--- src/rtl/ppm_phase_detector_gen_if.sv ---
// Signal bundle between the oversampling front end and the gen-2 phase detector.
// The master drives the samples and mode. The slave returns the decisions and lock.
interface ppm_phase_detector_gen_if #(
  parameter int unsigned CNT_W = 4
);
  logic                    sample_valid;
  logic                    slot_start;
  logic                    ppmdata;
  logic                    mode;
  logic                    ahead;
  logic                    behind;
  logic                    err_valid;
  logic signed [CNT_W-1:0] phase_err;
  logic                    lock;

  modport master (
    output sample_valid, slot_start, ppmdata, mode,
    input  ahead, behind, err_valid, phase_err, lock
  );

  modport slave (
    input  sample_valid, slot_start, ppmdata, mode,
    output ahead, behind, err_valid, phase_err, lock
  );
endinterface

--- src/rtl/ppm_phase_detector_gen.sv ---
// Early/late phase detector for the oversampled PPM path. It counts ones per slot and
// emits ahead/behind pulses, a signed phase error, an optional vote filter and lock.
module ppm_phase_detector_gen #(
  parameter int unsigned OSR        = 8,
  parameter int unsigned CNT_W      = $clog2(OSR) + 1,
  parameter int unsigned VOTE_DEPTH = 4,
  parameter int unsigned LOCK_CNT   = 16
) (
  input logic                     clk_high,
  input logic                     rst,
  ppm_phase_detector_gen_if.slave bus
);

  localparam int unsigned IdxW  = $clog2(OSR);
  localparam int unsigned VoteW = 5;
  localparam int unsigned LockW = $clog2(LOCK_CNT + 1);

  localparam logic [CNT_W-1:0] OsrC    = CNT_W'(OSR);
  localparam logic [CNT_W-1:0] HalfC   = CNT_W'(OSR / 2);
  localparam logic [IdxW-1:0]  IdxLast = IdxW'(OSR - 1);
  localparam logic [LockW-1:0] LockMax = LockW'(LOCK_CNT);

  localparam logic signed [VoteW-1:0] VoteMax = VoteW'(VOTE_DEPTH);
  localparam logic signed [VoteW-1:0] VoteMin = -VoteMax;

  localparam logic [0:0] StIdle = 1'b0;
  localparam logic [0:0] StAcc  = 1'b1;

  logic [0:0]              st_q, st_d;
  logic [IdxW-1:0]         idx_q, idx_d;
  logic [CNT_W-1:0]        sum_q, sum_d;
  logic [CNT_W-1:0]        prev_q, prev_d;
  logic                    first_q, first_d;
  logic signed [VoteW-1:0] vote_q, vote_d;
  logic [LockW-1:0]        lock_cnt_q, lock_cnt_d;
  logic                    mode_q;
  logic                    ahead_q, ahead_d;
  logic                    behind_q, behind_d;
  logic                    err_valid_q, err_valid_d;
  logic [CNT_W-1:0]        phase_err_q, phase_err_d;

  logic [CNT_W-1:0]        slot_sum;
  logic [CNT_W-1:0]        mag;
  logic                    is_low, is_high, is_ahead, is_behind;
  logic signed [VoteW-1:0] vote_step, vote_next;
  logic                    slot_begin;

  // Slot evaluation always includes the bit arriving this cycle.
  assign slot_sum  = sum_q + {{(CNT_W-1){1'b0}}, bus.ppmdata};
  assign is_low    = (slot_sum != '0) && (slot_sum < HalfC);
  assign is_high   = (slot_sum > HalfC) && (slot_sum < OsrC);
  assign is_ahead  = (is_low && !first_q) || (is_high && first_q) ||
                     ((slot_sum == OsrC) && (prev_q == '0)) ||
                     ((slot_sum == '0) && (prev_q == OsrC));
  assign is_behind = (is_low && first_q) || (is_high && !first_q);
  assign mag       = is_low   ? slot_sum        :
                     is_high  ? OsrC - slot_sum :
                     is_ahead ? HalfC           : '0;
  assign vote_step = is_ahead ? 5'sd1 : (is_behind ? -5'sd1 : 5'sd0);

  // Sample 0 is an explicit slot_start or the free-running wrap after a decision.
  assign slot_begin = bus.slot_start || ((st_q == StAcc) && (idx_q == '0));

  always_comb begin
    st_d        = st_q;
    idx_d       = idx_q;
    sum_d       = sum_q;
    prev_d      = prev_q;
    first_d     = first_q;
    vote_d      = vote_q;
    lock_cnt_d  = lock_cnt_q;
    ahead_d     = 1'b0;
    behind_d    = 1'b0;
    err_valid_d = 1'b0;
    phase_err_d = phase_err_q;
    vote_next   = '0;

    if (ahead_q || behind_q) begin
      lock_cnt_d = '0;
    end
    if (bus.mode != mode_q) begin
      vote_d = '0;
    end

    if (!bus.sample_valid) begin
      st_d        = StIdle;
      idx_d       = '0;
      sum_d       = '0;
      vote_d      = '0;
      lock_cnt_d  = '0;
      prev_d      = HalfC;
      phase_err_d = '0;
    end else if (slot_begin) begin
      // A slot_start with idx != 0 discards the partial slot.
      st_d    = StAcc;
      first_d = bus.ppmdata;
      sum_d   = {{(CNT_W-1){1'b0}}, bus.ppmdata};
      idx_d   = IdxW'(1);
    end else if (st_q == StAcc) begin
      if (idx_q == IdxLast) begin
        idx_d       = '0;
        sum_d       = '0;
        prev_d      = slot_sum;
        err_valid_d = 1'b1;
        phase_err_d = is_behind ? -mag : mag;
        if (!bus.mode) begin
          ahead_d  = is_ahead;
          behind_d = is_behind;
        end else begin
          vote_next = vote_d + vote_step;
          if (vote_next == VoteMax) begin
            ahead_d = 1'b1;
            vote_d  = '0;
          end else if (vote_next == VoteMin) begin
            behind_d = 1'b1;
            vote_d   = '0;
          end else begin
            vote_d = vote_next;
          end
        end
        if (!ahead_d && !behind_d && (lock_cnt_d != LockMax)) begin
          lock_cnt_d = lock_cnt_d + LockW'(1);
        end
      end else begin
        sum_d = slot_sum;
        idx_d = idx_q + IdxW'(1);
      end
    end
  end

  always_ff @(posedge clk_high) begin
    if (rst) begin
      st_q        <= StIdle;
      idx_q       <= '0;
      sum_q       <= '0;
      prev_q      <= HalfC;
      first_q     <= 1'b0;
      vote_q      <= '0;
      lock_cnt_q  <= '0;
      mode_q      <= 1'b0;
      ahead_q     <= 1'b0;
      behind_q    <= 1'b0;
      err_valid_q <= 1'b0;
      phase_err_q <= '0;
    end else begin
      st_q        <= st_d;
      idx_q       <= idx_d;
      sum_q       <= sum_d;
      prev_q      <= prev_d;
      first_q     <= first_d;
      vote_q      <= vote_d;
      lock_cnt_q  <= lock_cnt_d;
      mode_q      <= bus.mode;
      ahead_q     <= ahead_d;
      behind_q    <= behind_d;
      err_valid_q <= err_valid_d;
      phase_err_q <= phase_err_d;
    end
  end

  assign bus.ahead     = ahead_q;
  assign bus.behind    = behind_q;
  assign bus.err_valid = err_valid_q;
  assign bus.phase_err = phase_err_q;
  assign bus.lock      = (lock_cnt_q == LockMax);

  a_exclusive_pulse : assert property (@(posedge clk_high) !(ahead_q && behind_q));

endmodule

--- src/flat_wrapper.sv ---
// flat-port wrapper written by rule: the top's interface ports become plain ports
module ppm_phase_detector_gen_flat 
#(
  parameter int unsigned OSR        = 8,
  parameter int unsigned CNT_W      = $clog2(OSR) + 1,
  parameter int unsigned VOTE_DEPTH = 4,
  parameter int unsigned LOCK_CNT   = 16
)
  (clk_high, rst, bus_sample_valid, bus_slot_start, bus_ppmdata, bus_mode, bus_ahead, bus_behind, bus_err_valid, bus_phase_err, bus_lock);
  ppm_phase_detector_gen_if #(.CNT_W(CNT_W)) bus_i ();
  input logic clk_high;
  input logic rst;
  input wire logic [$bits(bus_i.sample_valid)-1:0] bus_sample_valid;
  input wire logic [$bits(bus_i.slot_start)-1:0] bus_slot_start;
  input wire logic [$bits(bus_i.ppmdata)-1:0] bus_ppmdata;
  input wire logic [$bits(bus_i.mode)-1:0] bus_mode;
  output wire logic [$bits(bus_i.ahead)-1:0] bus_ahead;
  output wire logic [$bits(bus_i.behind)-1:0] bus_behind;
  output wire logic [$bits(bus_i.err_valid)-1:0] bus_err_valid;
  output wire logic [$bits(bus_i.phase_err)-1:0] bus_phase_err;
  output wire logic [$bits(bus_i.lock)-1:0] bus_lock;
  assign bus_i.sample_valid = bus_sample_valid;
  assign bus_i.slot_start = bus_slot_start;
  assign bus_i.ppmdata = bus_ppmdata;
  assign bus_i.mode = bus_mode;
  assign bus_ahead = bus_i.ahead;
  assign bus_behind = bus_i.behind;
  assign bus_err_valid = bus_i.err_valid;
  assign bus_phase_err = bus_i.phase_err;
  assign bus_lock = bus_i.lock;
  ppm_phase_detector_gen #(.OSR(OSR), .CNT_W(CNT_W), .VOTE_DEPTH(VOTE_DEPTH), .LOCK_CNT(LOCK_CNT)) u_core (.clk_high(clk_high), .rst(rst), .bus(bus_i));
endmodule
--- config.mk ---
export PLATFORM = sky130hd
export DESIGN_NAME = ppm_phase_detector_gen_flat
export DESIGN_NICKNAME = d
export VERILOG_FILES = /design/src/rtl/ppm_phase_detector_gen_if.sv /design/src/rtl/ppm_phase_detector_gen.sv /design/src/flat_wrapper.sv
export SDC_FILE = /design/constraint.sdc
export NUM_CORES = 1
export LEC_CHECK = 0
export CORE_MARGIN = 1
export CORE_UTILIZATION = 25
export DETAILED_ROUTE_END_ITERATION = 16
export PLACE_DENSITY = 0.51
export SYNTH_ARGS = -nofsm -noshare
export SYNTH_HDL_FRONTEND = slang
export SYNTH_SLANG_ARGS = --single-unit
--- constraint.sdc ---
create_clock -name clk_high -period 15.4 [get_ports clk_high]
set_clock_uncertainty 0.2 [all_clocks]
set_input_delay 3.08 -clock clk_high [delete_from_list [all_inputs] [get_ports clk_high]]
set_output_delay 3.08 -clock clk_high [all_outputs]
set_load 0.01 [all_outputs]
==> summary.txt, run 1 <==
Routing
  – Iter 0 DRT Violations: 113
  – Vias after detailed routing: 1,738
  – Final WL: 4680 um
  – Routed Antenna Nets: 0
  – DRC violations left: 0
  – Count of TritonRoute iterations in the first routing pass: 5
  – Wirelength per Cell: 13.2 um
  – Via density per instance: 4.90

Timing
  – Setup repair after global routing missed its margin: no
  – Rel. slew slack: 0.449
  – Smallest setup slack after layout: 8.00 ns
  – Final worst hold slack: 0.253 ns
  – Final worst path period need: 7.40 ns
  – Count of pins over their slew limit: 0
  – Share of the cycle needed by the critical path after routing: 0.480
  – Slew @ Worst Pin: 0.827 ns
  – Fin Setup TNS: 0 ns
  – Final Hold Violating Endpoints: 0
  – Maximum achievable frequency: 0.135 GHz
  – Setup-violating endpoint count in the final report: 0

Floorplan
  – Num ports: 14
  – Die span in x: 91.7 um
  – Row count: 32
  – Initial core utilization: 0.259
  – Die H: 91.7 um
  – Total die area: 0.00841 sq mm
  – Core Box Area: 0.00777 sq mm

Synth
  – Primary FF master, synth: dfxtp_1
  – Number of enable flip-flop cells after synthesis: 0
  – Syn Nets: 262
  – Leading post-synthesis cells by cell area: dfxtp_1, ha_1, a21oi_1
  – Fraction of post-synthesis cell area in the top cell type by area: 0.309
  – #FFs+latches synth: 31
  – FFs w/ async S/R, synth: 0
  – Mean Syn Cell Area: 8.27 sq um
  – Post-synthesis cell count: 243
  – Summed instance area of the synthesized netlist: 0.00201 sq mm
  – Yosys synthesis warning count: 0
  – Count of distinct cell types in the synthesized netlist: 56
  – Post-synthesis sequential area ratio: 0.309
  – Largest area contributor in the synthesized netlist: dfxtp_1

CTS
  – Hold-fix buffer count after cts: 0
  – Master cell of the clock root buffer: clkbuf_8
  – Source-to-sink clock delay at the later pin of the worst-skew pair: 0.29 ns
  – Number of sinks handled by clock tree synthesis: 31
  – Clock tree from TritonCTS: done
  – Number of buffers added for setup after CTS: 0
  – Maximum root-to-sink buffer count: 2
  – Number of resized instances in the post-cts repair step: 0
  – Number of buffers added by the clock tree synthesis step: 5
  – H-Tree Depth: 2
  – Clock-pin slew on the worst setup and hold paths: 0.07 ns

Final layout
  – Final non-filler cell total: 355
  – Final cell area excluding filler cells: 0.00230 sq mm
  – # diodes: 0
  – Final-layout fill cell count: 850
  – Footprint of the flip-flops and latches: 621 sq um
  – Synthesis-to-finish area growth: 14.5%
  – Post-layout net count: 271
  – Area occupied by multi-input gates: 0.00129 sq mm
  – Ratio of cells with drive above 1 in the final layout: 0.0672

Placement
  – Placer's final routability congestion estimate: 0.819
  – Placed Cells incl. Taps: 347
  – Buffers added on ports: 13
  – Post-placement setup slack: 7.71 ns
  – DP Wirelength: 3430 um
  – Cell area after placement: 0.00222 sq mm

Global routing
  – Via count of the first global-routing pass: 1,630
  – Pin count of the biggest net entering global routing: 20
  – Number of antenna violations at the first check in global routing: 0
  – GRT Overall Usage: 0.121
  – Wire length of the first global-routing pass: 7990 um
  – Remaining global-route overflow: 0

Setup path
  – Critical Path Start Type: input pin
  – Cell with the largest stage delay on the worst path: a2111oi_0
  – Crit path DAT: 7.38 ns
  – Origin of the worst setup path: bus_ppmdata
  – Worst path cell trace: clkdlybuf4s50_1 > ha_1 > ha_1 > inv_1 > ha_1 > nor2_1 > mux2_4 > nand2_2 > inv_2 > ha_1 > a21o_1 > a21oi_1 > a2111oi_0 > a211oi_1 > a41o_1 > or4_1 > mux2i_1
  – Setup CP Type: in -> reg
  – Required time reported for the critical path endpoint: 15.39 ns
  – Worst r2r src: u_core.sum_q[0]
  – Setup crit end kind: register
  – Largest incremental delay on the critical path: 0.53 ns
  – Worst R2R Path Depth: 16
  – Crit-path max FO: 10
  – Most prevalent standard cell on the critical path: ha_1

Power
  – Cell Int Power: 120 uW
  – Portion of total power attributed to combinational logic: 0.116
  – Maximum vdd drop: 0.0000217 V
  – Sequential cell fraction of total power: 0.496
  – Power density of the placed cells: 71.9 mW/mm^2
  – Clk network pwr share: 0.389
  – Sw frac: 0.278
  – Reported leakage power: 0.869 nW
  – Switching power: 45.9 uW

Run status
  – Result of the run: finished clean

Hold path
  – Hold_sp: u_core.bus.phase_err[3]
  – Hold/Removal Path Class: reg -> reg
  – Hold Path Stages: 2

Flow run
  – Max-capacitance violation count: 0
==> power groups by stage <==
stage	logic, mW	registers, mW	clock network [mW]
after floorplan	0.0141	0.0833	0
after global placement	0.0192	0.0838	0
after detailed placement	0.0190	0.0839	0
after CTS	0.0191	0.0820	0.0680
after global routing	0.0215	0.0822	0.0716
final	0.0191	0.0820	0.0643
==> state kept, by name, summed over array words and instances, names as in the netlist <==
register and flops:
u_core.lock_cnt_q 5, u_core.bus.ahead 1, u_core.sum_q 4, u_core.bus.phase_err 4, u_core.bus.behind 1, u_core.prev_q 4
u_core.st_q 1, u_core.first_q 1, u_core.mode_q 1, u_core.bus.err_valid 1, u_core.idx_q 3, u_core.vote_q 5
==> cell families (layout without fill, tap and decap cells) <==
family                     after synthesis  after routing  share of synthesized area
adders and majority gates               13             13                     0.0809
buffers and inverters                   25             35                     0.0516
DFF                                     31             31                      0.309
AOI/OAI and AO/OA                       58             58                      0.197
muxes                                   10             10                     0.0523
xor gates and xnor gates                10             10                     0.0641
and+or+nand+nor                         96             96                      0.246
==> cell type report <==
cell class / instances / share of cell area
tap: 102 / 0.0554
multi-input combinational: 187 / 0.559
clock buffer: 6 / 0.0315
timing repair buffer: 13 / 0.0565
inverter: 14 / 0.0228
sequential: 31 / 0.270
clock inverter: 2 / 0.00543
==> synthesized netlist by cell type (2+ instances only) <==
cell type	number
dfxtp_1	31
nor2_1	25
nand2_1	24
a21oi_1	19
ha_1	13
inv_1	13
nand3_1	10
mux2i_1	9
o21ai_0	7
clkbuf_1	6
nand3b_1	5
a211oi_1	4
and2_1	4
and3_1	4
nor3_1	4
xnor2_1	4
a211o_1	3
a31oi_1	3
nor2b_1	3
nor3b_1	3
xnor2_2	3
a22oi_1	2
a311o_1	2
a41o_1	2
buf_1	2
buf_2	2
nand2b_1	2
nand4_1	2
o211ai_1	2
o21a_1	2
or3_1	2
xor2_1	2
==> worst paths after layout <==
path | end | slack [ns]
hold reg to reg | u_core.bus.phase_err[3] | 0.25
setup reg to reg | u_core.lock_cnt_q[3] | 10.97
setup / recovery | u_core.lock_cnt_q[3] | 8.00
hold / removal | u_core.bus.phase_err[3] | 0.25
==> cells in the final DEF, fill, tap and decap left out, types with 4 or more instances in the layout <==
cell type / synthesis / routed
dfxtp_1: 31 / 31
nor2_1: 25 / 25
nand2_1: 24 / 24
a21oi_1: 19 / 19
inv_1: 13 / 13
ha_1: 13 / 13
clkdlybuf4s50_1: 0 / 13
nand3_1: 10 / 10
mux2i_1: 9 / 9
o21ai_0: 7 / 7
nand3b_1: 5 / 5
clkbuf_8: 0 / 5
and2_1: 4 / 4
and3_1: 4 / 4
xnor2_1: 4 / 4
a211oi_1: 4 / 4
nor3_1: 4 / 4
==> worst max-delay path: cells and delay by family <==
family,cells,cell delay [ns]
simple gates,3,0.76
buf+inv,3,0.61
compound gates,5,1.29
mux,2,0.46
fa+ha+maj,4,1.18
==> per-layer routing <==
layer  GRT usage  vias to the layer above  wire length [um]
met4      0.0437                        0                74
met3      0.0274                        7               165
met5           0                        -                 0
li1            -                      898                 -
met2       0.189                       27              2050
met1       0.163                      806              2390
==> per-stage QoR <==
stage               power [mW]   util
floorplan               0.0974      -
global placement         0.103  0.285
detailed placement       0.103  0.285
CTS                      0.169  0.296
global route             0.175  0.296
finish                   0.165  0.296
Note: power is estimated with default switching activity, not from simulation.
==> run 2, diff against run 1 <==
Clock period 15.4 ns to 6.9 ns, I/O delays scaled along.
==> summary.txt, run 2 (synthesized netlist as in run 1, its figures left out) <==
Setup path
  – Required time reported for the critical path endpoint: 6.89 ns (-8.50 ns)
  – Critical Path Start Type: input pin
  – Crit-path max FO: 10 (unchanged)
  – Worst R2R Path Depth: 16 (unchanged)
  – Cell family with the largest share of critical-path delay: compound AO/OA/AOI/OAI gates
  – Setup CP Type: in -> reg
  – Flop-to-flop setup slack: 2.48 ns (-8.49 ns)
  – Worst path cell trace: clkdlybuf4s50_1 > ha_1 > ha_1 > inv_1 > ha_1 > nor2_1 > mux2_4 > nand2_2 > inv_2 > ha_1 > a21o_1 > a21oi_1 > a2111oi_0 > a211oi_1 > a41o_1 > or4_1 > mux2i_1
  – Number of buffer and inverter stages on the critical path: 3 (unchanged)
  – Cell with the largest stage delay on the worst path: a2111oi_0
  – Critical R2R Capture: u_core.lock_cnt_q[3]
  – Largest incremental delay on the critical path: 0.53 ns (about the same)
  – Worst r2r src: u_core.sum_q[0]
  – Most prevalent standard cell on the critical path: ha_1
  – Setup crit end kind: register
  – Crit path DAT: 5.68 ns (-1.70 ns)

Timing
  – Rel. slew slack: 0.460 (+0.0110)
  – Maximum achievable frequency: 0.176 GHz
  – Final Hold Violating Endpoints: 0 (unchanged)
  – Final worst path period need: 5.69 ns
  – Setup repair after global routing missed its margin: no
  – Slew @ Worst Pin: 0.810 ns (-0.0164 ns)
  – Fin Setup TNS: 0 ns (unchanged)
  – Share of the cycle needed by the critical path after routing: 0.825
  – Count of pins over their slew limit: 0 (unchanged)
  – Setup-violating endpoint count in the final report: 0 (unchanged)

Placement
  – Buffers added on ports: 13 (unchanged)
  – Placer's final routability congestion estimate: 0.818 (about the same)
  – DP Wirelength: 3400 um (-0.80%)

Floorplan
  – Row count: 32 (unchanged)
  – Core Box Area: 0.00777 sq mm (unchanged)
  – Initial core utilization: 0.259 (unchanged)
  – Die H: 91.7 um (unchanged)
  – Total die area: 0.00841 sq mm (unchanged)
  – Num ports: 14 (unchanged)
  – Die span in x: 91.7 um (unchanged)

Power
  – Maximum vdd drop: 0.0000595 V (+170%)
  – Power density of the placed cells: 176 mW/mm^2 (+140%)
  – Reported leakage power: 0.886 nW (+1.9%)

CTS
  – Number of sinks handled by clock tree synthesis: 31 (unchanged)
  – Number of buffers added by the clock tree synthesis step: 5 (unchanged)
  – Master cell of the clock root buffer: clkbuf_8
  – Clock tree from TritonCTS: done
  – Source-to-sink clock delay at the later pin of the worst-skew pair: 0.29 ns (about the same)
  – H-Tree Depth: 2 (unchanged)
  – Maximum root-to-sink buffer count: 2 (unchanged)
  – Number of resized instances in the post-cts repair step: 0 (unchanged)
  – Clock-pin slew on the worst setup and hold paths: 0.07 ns (about the same)
  – Number of buffers added for setup after CTS: 0 (unchanged)
  – Hold-fix buffer count after cts: 0 (unchanged)

Final layout
  – Post-layout net count: 271 (unchanged)
  – Regs by FF count: u_core.lock_cnt_q x5, u_core.vote_q x5
  – Most frequent standard cell in the layout excluding fill and tap cells: dfxtp_1
  – Ratio of cells with drive above 1 in the final layout: 0.0711 (+0.00395)
  – # diodes: 0 (unchanged)
  – Synthesis-to-finish area growth: 15.9%
  – End-of-flow core utilization: 0.300 (+0.00354)
  – Commonest cells after routing, fill and taps aside: dfxtp_1, nor2_1, nand2_1, a21oi_1

Routing
  – DRC violations left: 0 (unchanged)
  – Final WL: 4670 um (about the same)
  – Count of TritonRoute iterations in the first routing pass: 4 (-1)
  – Via density per instance: 4.80 (-2.0%)
  – Routed Antenna Nets: 0 (unchanged)
  – Vias after detailed routing: 1,703 (-2.0%)
  – Iter 0 DRT Violations: 85 (-25%)
  – Wirelength per Cell: 13.2 um (about the same)

Global routing
  – GRT Overall Usage: 0.119 (-0.00178)
  – Remaining global-route overflow: 0 (unchanged)
  – Number of antenna violations at the first check in global routing: 0 (unchanged)
  – Pin count of the biggest net entering global routing: 20 (unchanged)
  – Wire length of the first global-routing pass: 7820 um (-2.1%)
  – Via count of the first global-routing pass: 1,612 (-1.1%)

Hold path
  – Hold_sp: u_core.bus.phase_err[3]
  – Hold Path Stages: 2 (unchanged)
  – Hold EP: u_core.bus.phase_err[3]
  – Hold/Removal Path Class: reg -> reg

Flow run
  – Max-capacitance violation count: 0 (unchanged)

Run status
  – Result of the run: finished clean
[run 2: changes by cell type in the layout (fill, tap and decap cells not counted), sizes merged]
cell,delta
clkinv,+1
clkinvlp,-1
clkbuf,-1
bufinv,+1
[run 2: layer usage]
layer  global-route usage  vias to the layer above  share of wire
li1                     -                      894              -
met1                0.159                      775           0.51
met2                0.187                       28           0.44
met3               0.0274                        6          0.036
met4               0.0437                        0          0.016
met5                    0                        -              0
[run 2: worst max-delay path by stage]
stage,from,endpoint,slack [ns],depth (start not counted)
floorplan,bus_ppmdata,u_core.lock_cnt_q[3],1.58,17
global placement,bus_ppmdata,u_core.lock_cnt_q[3],1.03,17
detailed placement,bus_ppmdata,u_core.lock_cnt_q[3],0.91,17
CTS,bus_ppmdata,u_core.lock_cnt_q[3],1.23,17
global route,bus_ppmdata,u_core.lock_cnt_q[3],0.85,17
finish,bus_ppmdata,u_core.lock_cnt_q[3],1.21,17
[run 2: where the power goes]
part,internal [mW],switching (mW)
Combinational,0.0159,0.0267
Sequential,0.180,0.00260
Clock,0.108,0.0771
Total,0.304,0.106
[run 2: area by class of cell]
class,count,area [sq um]
timing repair buffer,13,130
inverter,14,52.6
fill,842,5440
sequential,31,621
tap,102,128
multi-input combinational,187,1290
clock buffer,5,68.8
clock inverter,3,43.8
[run 2: tightest hold or removal path, cell delays in order (launching register included)]
cell	delay, ns
dfxtp_1	0.31
nand2_1	0.05
a21oi_1	0.05
[run 2: through the flow]
stage | hold slack [ns] | instance area (sq um) | std cells | worst slack, ns | power, mW
6_report | 0.253 | 2330 | 355 | 1.21 | 0.410
5_1_grt | 0.283 | 2330 | 355 | 0.845 | 0.431
4_1_cts | 0.259 | 2330 | 355 | 1.23 | 0.416
3_5_place_dp | 0.247 | 2220 | 347 | 0.914 | 0.230
3_3_place_gp | 0.243 | 2220 | 347 | 1.03 | 0.230
2_1_floorplan | 0.236 | 2010 | 243 | 1.58 | 0.217
